===== src/rtl/hsv_threshold_bbox.sv =====
// HSV saturation/value threshold with per-frame foreground bounding box.
// Produces a 1-cycle-latency binary mask stream and, on each vsync rising
// edge, publishes the bounding box and pixel count of the frame just ended.
//
// state      | meaning
// -----------+--------------------------------------------------------------
// WAIT_FRAME | out of reset, no frame start seen yet; nothing accumulated
// ACCUM      | accumulating the current frame; next vs rise publishes it
module hsv_threshold_bbox #(
  parameter int CNT_W = 12,
  parameter int PIX_W = 24
) (
  input  logic             clk,
  input  logic             rst_n,
  input  logic             hsv_hs,
  input  logic             hsv_vs,
  input  logic             hsv_de,
  input  logic [23:0]      hsv,
  input  logic [7:0]       s_min,
  input  logic [7:0]       v_min,
  output logic             mask_hs,
  output logic             mask_vs,
  output logic             mask_de,
  output logic [23:0]      mask,
  output logic             box_valid,
  output logic             box_update,
  output logic [CNT_W-1:0] box_x_min,
  output logic [CNT_W-1:0] box_x_max,
  output logic [CNT_W-1:0] box_y_min,
  output logic [CNT_W-1:0] box_y_max,
  output logic [PIX_W-1:0] pix_count
);

  typedef enum logic {WAIT_FRAME = 1'b0, ACCUM = 1'b1} state_t;

  localparam logic [CNT_W-1:0] CNT_MAX = '1;
  localparam logic [PIX_W-1:0] PIX_MAX = '1;

  state_t           state_q, state_d;
  logic             vs_q, de_q;
  logic [7:0]       s_min_q, v_min_q;
  logic [CNT_W-1:0] x_q, x_d, y_q, y_d;
  logic [CNT_W-1:0] acc_x_min_q, acc_x_min_d, acc_x_max_q, acc_x_max_d;
  logic [CNT_W-1:0] acc_y_min_q, acc_y_min_d, acc_y_max_q, acc_y_max_d;
  logic [PIX_W-1:0] acc_count_q, acc_count_d;
  logic             hs_dly_q, vs_dly_q, de_dly_q, fg_dly_q;
  logic             box_valid_q, box_update_q;
  logic [CNT_W-1:0] box_x_min_q, box_x_max_q, box_y_min_q, box_y_max_q;
  logic [PIX_W-1:0] pix_count_q;

  logic             vs_rise, de_fall, fg, accum_en, publish;
  logic [CNT_W-1:0] pix_y;

  assign vs_rise  = hsv_vs & ~vs_q;
  assign de_fall  = ~hsv_de & de_q;
  assign fg       = hsv_de && (hsv[15:8] >= s_min_q) && (hsv[7:0] >= v_min_q);
  // A pixel coincident with the frame-start edge is the first line of the new frame.
  assign pix_y    = vs_rise ? '0 : y_q;
  assign accum_en = fg && (vs_rise || (state_q == ACCUM));
  assign publish  = vs_rise && (state_q == ACCUM);

  // Next-state: leave WAIT_FRAME on the first frame start, then stay in ACCUM.
  always_comb begin
    state_d = state_q;
    case (state_q)
      WAIT_FRAME: if (vs_rise) state_d = ACCUM;
      ACCUM:      state_d = ACCUM;
      default:    state_d = WAIT_FRAME;
    endcase
  end

  // Pixel/line position counters, both saturating.
  always_comb begin
    x_d = '0;
    if (hsv_de) x_d = (x_q == CNT_MAX) ? x_q : x_q + CNT_W'(1);
    y_d = y_q;
    if (vs_rise)                        y_d = '0;
    else if (de_fall && y_q != CNT_MAX) y_d = y_q + CNT_W'(1);
  end

  // Accumulators: re-seed at frame start, then fold in each foreground pixel.
  always_comb begin
    acc_x_min_d = acc_x_min_q;
    acc_x_max_d = acc_x_max_q;
    acc_y_min_d = acc_y_min_q;
    acc_y_max_d = acc_y_max_q;
    acc_count_d = acc_count_q;
    if (vs_rise) begin
      acc_x_min_d = CNT_MAX;
      acc_x_max_d = '0;
      acc_y_min_d = CNT_MAX;
      acc_y_max_d = '0;
      acc_count_d = '0;
    end
    if (accum_en) begin
      if (x_q < acc_x_min_d)   acc_x_min_d = x_q;
      if (x_q > acc_x_max_d)   acc_x_max_d = x_q;
      if (pix_y < acc_y_min_d) acc_y_min_d = pix_y;
      if (pix_y > acc_y_max_d) acc_y_max_d = pix_y;
      if (acc_count_d != PIX_MAX) acc_count_d = acc_count_d + PIX_W'(1);
    end
  end

  // State, counters, thresholds, mask pipeline and published results.
  always_ff @(posedge clk or negedge rst_n) begin
    if (!rst_n) begin
      state_q      <= WAIT_FRAME;
      vs_q         <= 1'b0;
      de_q         <= 1'b0;
      s_min_q      <= '0;
      v_min_q      <= '0;
      x_q          <= '0;
      y_q          <= '0;
      acc_x_min_q  <= CNT_MAX;
      acc_x_max_q  <= '0;
      acc_y_min_q  <= CNT_MAX;
      acc_y_max_q  <= '0;
      acc_count_q  <= '0;
      hs_dly_q     <= 1'b0;
      vs_dly_q     <= 1'b0;
      de_dly_q     <= 1'b0;
      fg_dly_q     <= 1'b0;
      box_valid_q  <= 1'b0;
      box_update_q <= 1'b0;
      box_x_min_q  <= '0;
      box_x_max_q  <= '0;
      box_y_min_q  <= '0;
      box_y_max_q  <= '0;
      pix_count_q  <= '0;
    end else begin
      state_q      <= state_d;
      vs_q         <= hsv_vs;
      de_q         <= hsv_de;
      x_q          <= x_d;
      y_q          <= y_d;
      acc_x_min_q  <= acc_x_min_d;
      acc_x_max_q  <= acc_x_max_d;
      acc_y_min_q  <= acc_y_min_d;
      acc_y_max_q  <= acc_y_max_d;
      acc_count_q  <= acc_count_d;
      hs_dly_q     <= hsv_hs;
      vs_dly_q     <= hsv_vs;
      de_dly_q     <= hsv_de;
      fg_dly_q     <= fg;
      box_update_q <= publish;
      if (vs_rise) begin
        s_min_q <= s_min;
        v_min_q <= v_min;
      end
      if (publish) begin
        box_valid_q <= (acc_count_q != '0);
        pix_count_q <= acc_count_q;
        if (acc_count_q != '0) begin
          box_x_min_q <= acc_x_min_q;
          box_x_max_q <= acc_x_max_q;
          box_y_min_q <= acc_y_min_q;
          box_y_max_q <= acc_y_max_q;
        end else begin
          box_x_min_q <= '0;
          box_x_max_q <= '0;
          box_y_min_q <= '0;
          box_y_max_q <= '0;
        end
      end
    end
  end

  assign mask_hs    = hs_dly_q;
  assign mask_vs    = vs_dly_q;
  assign mask_de    = de_dly_q;
  assign mask       = {24{fg_dly_q}};
  assign box_valid  = box_valid_q;
  assign box_update = box_update_q;
  assign box_x_min  = box_x_min_q;
  assign box_x_max  = box_x_max_q;
  assign box_y_min  = box_y_min_q;
  assign box_y_max  = box_y_max_q;
  assign pix_count  = pix_count_q;

endmodule


===== config.mk =====
export PLATFORM = sky130hd
export DESIGN_NAME = hsv_threshold_bbox
export DESIGN_NICKNAME = d
export VERILOG_FILES = /design/src/rtl/hsv_threshold_bbox.sv
export SDC_FILE = /design/constraint.sdc
export NUM_CORES = 1
export LEC_CHECK = 0
export BUFFER_PORTS_ARGS = -buffer_cell sky130_fd_sc_hd__buf_2
export CAP_MARGIN = 5
export CORE_MARGIN = 4
export CORE_UTILIZATION = 60
export DETAILED_ROUTE_END_ITERATION = 6
export PLACE_DENSITY = 0.83
export SLEW_MARGIN = 10
export SYNTH_ARGS = -nofsm -noshare
export SYNTH_HDL_FRONTEND = slang
export SYNTH_SLANG_ARGS = --single-unit

===== constraint.sdc =====
create_clock -name clk -period 5 [get_ports clk]
set_input_delay 1.25 -clock clk [delete_from_list [all_inputs] [get_ports clk]]
set_output_delay 1.25 -clock clk [all_outputs]
set_load 0.05 [all_outputs]

==> impl_metrics.json <==
{
  "outcome": "completed",
  "relSlewSlack": 0.386,
  "period_minus_slack_ps": 3680,
  "fmax_ghz": 0.272,
  "finalHoldViolations": 0,
  "numPortBuffers": 137,
  "antenna_found_initial": 0,
  "insertedDiodeCount": 0,
  "drc_errors": 0,
  "ys_warn_count": 0,
  "skew_ps": 8.73,
  "netlist_instances": 1029,
  "area_growth_pct": 12.6,
  "grt_pass1_wl_um": 37600,
  "vias_per_cell": 5.80,
  "cp-start-kind": "input pin",
  "synth_edf_count": 0,
  "grt_usage": 0.255,
  "peakVddDrop_mv": 0.378,
  "async_flop_share": 1.00,
  "synth.area.top_cells": "dfrtp_1 42%, nand2_1 9.6%, ha_1 7.7%",
  "worst-endpoint-required_ps": 5360,
  "power_switching_mw": 1.68,
  "grt_setup_unrepaired": "no",
  "grt_pass1_vias": 7659,
  "die-area_um2": 18600,
  "grt.overflow.total": 0,
  "ys_seq_elements": 191,
  "clk_path_buf_depth": 2,
  "ios": 146,
  "routabilityCongestion": 0.863,
  "p_leak_nw": 5.87,
  "htreeDepth": 4,
  "holdBufCountCts": 0,
  "dpl.cell_count": 1320,
  "fin_util": 0.695,
  "pwr-share-seq": 0.420,
  "cts_root_buf": "clkbuf_16",
  "ys_seq_area_frac": 0.487,
  "synthFlopType": "dfrtp_1",
  "critPathMaxFanout": 49,
  "internal-power_mw": 2.91,
  "vias": 7846,
  "layout.nets": 1229,
  "comb_power_share": 0.264,
  "p_per_area_nw_per_um2": 413,
  "arrival_ps": 4040,
  "dr.pass1.iters": 5,
  "fin_ws_ps": 1320,
  "syn_nets": 1135,
  "grt_max_degree": 87,
  "synth_compound_area_frac": 0.0910,
  "start_util": 0.618,
  "path_class": "input pin to register",
  "rows": 46,
  "numClockSinks": 191,
  "place_ws_ps": 911,
  "wl_per_cell_um": 16.8,
  "clkPwrFrac": 0.316,
  "clkTransAtPathRegs_ps": 70,
  "drive_gt1_frac": 0.203,
  "tightest_slew_ps": 918,
  "hpwl_um": 15800,
  "fin_tns_setup_ps": 0,
  "core_um2": 16000,
  "numCtsBuffers": 17,
  "instances_no_fill": 1352,
  "min_period_over_period": 0.735,
  "syn_area_um2": 9880,
  "setup_viol": 0,
  "fillers": 1199,
  "die_y_um": 136,
  "synth_cell_types": 72,
  "ant_nets": 0,
  "drt_wl_total_um": 22800,
  "insertion_delay_ps": 440,
  "syn_avg_cell_area_um2": 9.60,
  "tritoncts": "yes",
  "drv_cap": 0,
  "synth_mux_area_frac": 0.0550,
  "synth_xor_area_frac": 0.0275,
  "cts-resized-gates": 0,
  "synth_area_leader_cell": "dfrtp_1",
  "crit_path_end_kind": "register",
  "swShare": 0.366,
  "cts_setup_buffers": 0,
  "drv_slew": 0,
  "synth_top_area_frac": 0.423,
  "dr.first_iter.drc_count": 787,
  "synth_top_family_by_area": "simple AND/OR/NAND/NOR gates",
  "synth-simple-area-share": 0.197,
  "synthAdderAreaFrac": 0.0794,
  "hold_class": "register to register",
  "die_w_um": 136
}
==> layout make-up <==
class                   count  area [µm²]  area share
flip-flops and latches    191        4810       0.432
repair buffers            149         795      0.0714
inverters                  45         169      0.0152
clock inverters            14         194      0.0174
multi-input cells         719        4450       0.400
clock buffers              18         439      0.0395
well taps                 216         270      0.0243
==> per-stage QoR <==
| stage | power [mW] | hold slack [ps] | area, µm² |
|---|---|---|---|
| 2_1_floorplan | 2.84 | 450 | 9880 |
| 3_3_place_gp | 3.12 | 454 | 10500 |
| 3_5_place_dp | 3.16 | 460 | 10500 |
| 4_1_cts | 4.60 | 477 | 11100 |
| 5_1_grt | 4.79 | 495 | 11100 |
| 6_report | 4.59 | 472 | 11100 |
==> Yosys cell counts (2+ instances only) <==
| cell type | count |
|---|---|
| a21o_1 | 10 |
| a21oi_1 | 21 |
| a221o_1 | 2 |
| a31o_2 | 2 |
| a31oi_1 | 6 |
| a41o_1 | 4 |
| a41oi_1 | 2 |
| and2_1 | 4 |
| and3_1 | 10 |
| and4_1 | 6 |
| buf_1 | 2 |
| buf_2 | 4 |
| buf_4 | 28 |
| buf_6 | 8 |
| clkbuf_1 | 30 |
| dfrtp_1 | 167 |
| dfstp_2 | 24 |
| ha_1 | 61 |
| inv_1 | 44 |
| mux2_2 | 2 |
| mux2i_1 | 52 |
| nand2_1 | 254 |
| nand2b_1 | 4 |
| nand3_1 | 21 |
| nand4_1 | 21 |
| nand4_2 | 2 |
| nor2_1 | 60 |
| nor2b_1 | 2 |
| nor3_1 | 5 |
| nor3b_1 | 2 |
| nor4_1 | 8 |
| o211ai_2 | 3 |
| o21ai_0 | 77 |
| o31ai_1 | 5 |
| or3_1 | 10 |
| xnor2_1 | 14 |
| xor2_1 | 17 |
==> worst max-delay path: stages <==
cell,delay [ps]
buf_2,130
and2b_4,620
nor2_1,130
ha_1,300
o21ai_0,160
nand2b_1,90
a31oi_1,280
nor4_1,110
nor3_2,380
buf_4,310
mux2i_1,240
==> layer usage <==
metal	GRT usage	up-vias	wire length, µm
li1	-	3683	-
met1	0.351	3851	9860
met2	0.412	275	11100
met3	0.0526	37	1400
met4	0.0694	0	390
met5	0	-	0
==> state kept, by name (all words and copies together) (netlist names) <==
| name | cells |
|---|---|
| x_q | 12 |
| box_y_min | 12 |
| box_valid | 1 |
| box_x_max | 12 |
| mask_de | 1 |
| box_y_max | 12 |
| y_q | 12 |
| pix_count | 24 |
| s_min_q | 8 |
| mask_hs | 1 |
| fg_dly_q | 1 |
| box_x_min | 12 |
| acc_y_max_q | 12 |
| mask_vs | 1 |
| v_min_q | 8 |
| acc_x_max_q | 12 |
| acc_x_min_q | 12 |
| state_q | 1 |
| acc_y_min_q | 12 |
| box_update | 1 |
| acc_count_q | 24 |
==> worst paths after layout <==
kind / from / to / slack, ps / cells after the start
worst min register to register: pix_count[15]$_DFFE_PN0P_ / pix_count[15]$_DFFE_PN0P_ / 470 / 2
min in group asynchronous: rst_n / pix_count[3]$_DFFE_PN0P_ / 850 / 1
max in group asynchronous: rst_n / acc_x_min_q[2]$_DFF_PN1_ / 3060 / 2
worst max register to register: mask_vs$_DFF_PN0_ / acc_x_min_q[2]$_DFF_PN1_ / 1770 / 10
worst min-delay path: pix_count[15]$_DFFE_PN0P_ / pix_count[15]$_DFFE_PN0P_ / 470 / 2
worst max-delay path: hsv_vs / acc_x_min_q[2]$_DFF_PN1_ / 1320 / 11
==> kinds of logic (layout without fill, tap and decap cells) <==
family	count (synthesis)	count (layout)
adder cells (fa/ha/maj)	63	63
AO/OA/AOI/OAI	147	147
buffers and inverters	119	226
flip-flops	191	191
XOR/XNOR	31	31
multiplexers	54	54
AND/OR/NAND/NOR	424	424
==> layout by cell type (no fill, tap or decap), types with 6 or more instances in the layout <==
cell,synthesis,final
or3_1,10,10
xnor2_1,14,14
nand2_1,254,253
buf_4,28,11
a31oi_1,6,6
dfrtp_1,167,167
nor4_1,8,8
a21oi_1,21,21
nor2_1,60,59
buf_2,4,136
nand4_1,21,21
and4_1,6,6
mux2i_1,52,52
nand3_1,21,21
ha_1,61,61
a21o_1,10,10
o21ai_0,77,77
dfstp_2,24,24
xor2_1,17,17
and3_1,10,10
clkbuf_16,0,17
inv_1,44,44
==> power groups by stage <==
stage	logic, mW	clock network, mW	registers (mW)
2_1_floorplan	0.564	0	2.28
4_1_cts	1.22	1.46	1.92
3_3_place_gp	1.18	0	1.94
5_1_grt	1.31	1.53	1.95
6_report	1.21	1.45	1.93
3_5_place_dp	1.21	0	1.95
Note: power is estimated with default switching activity, not from simulation.
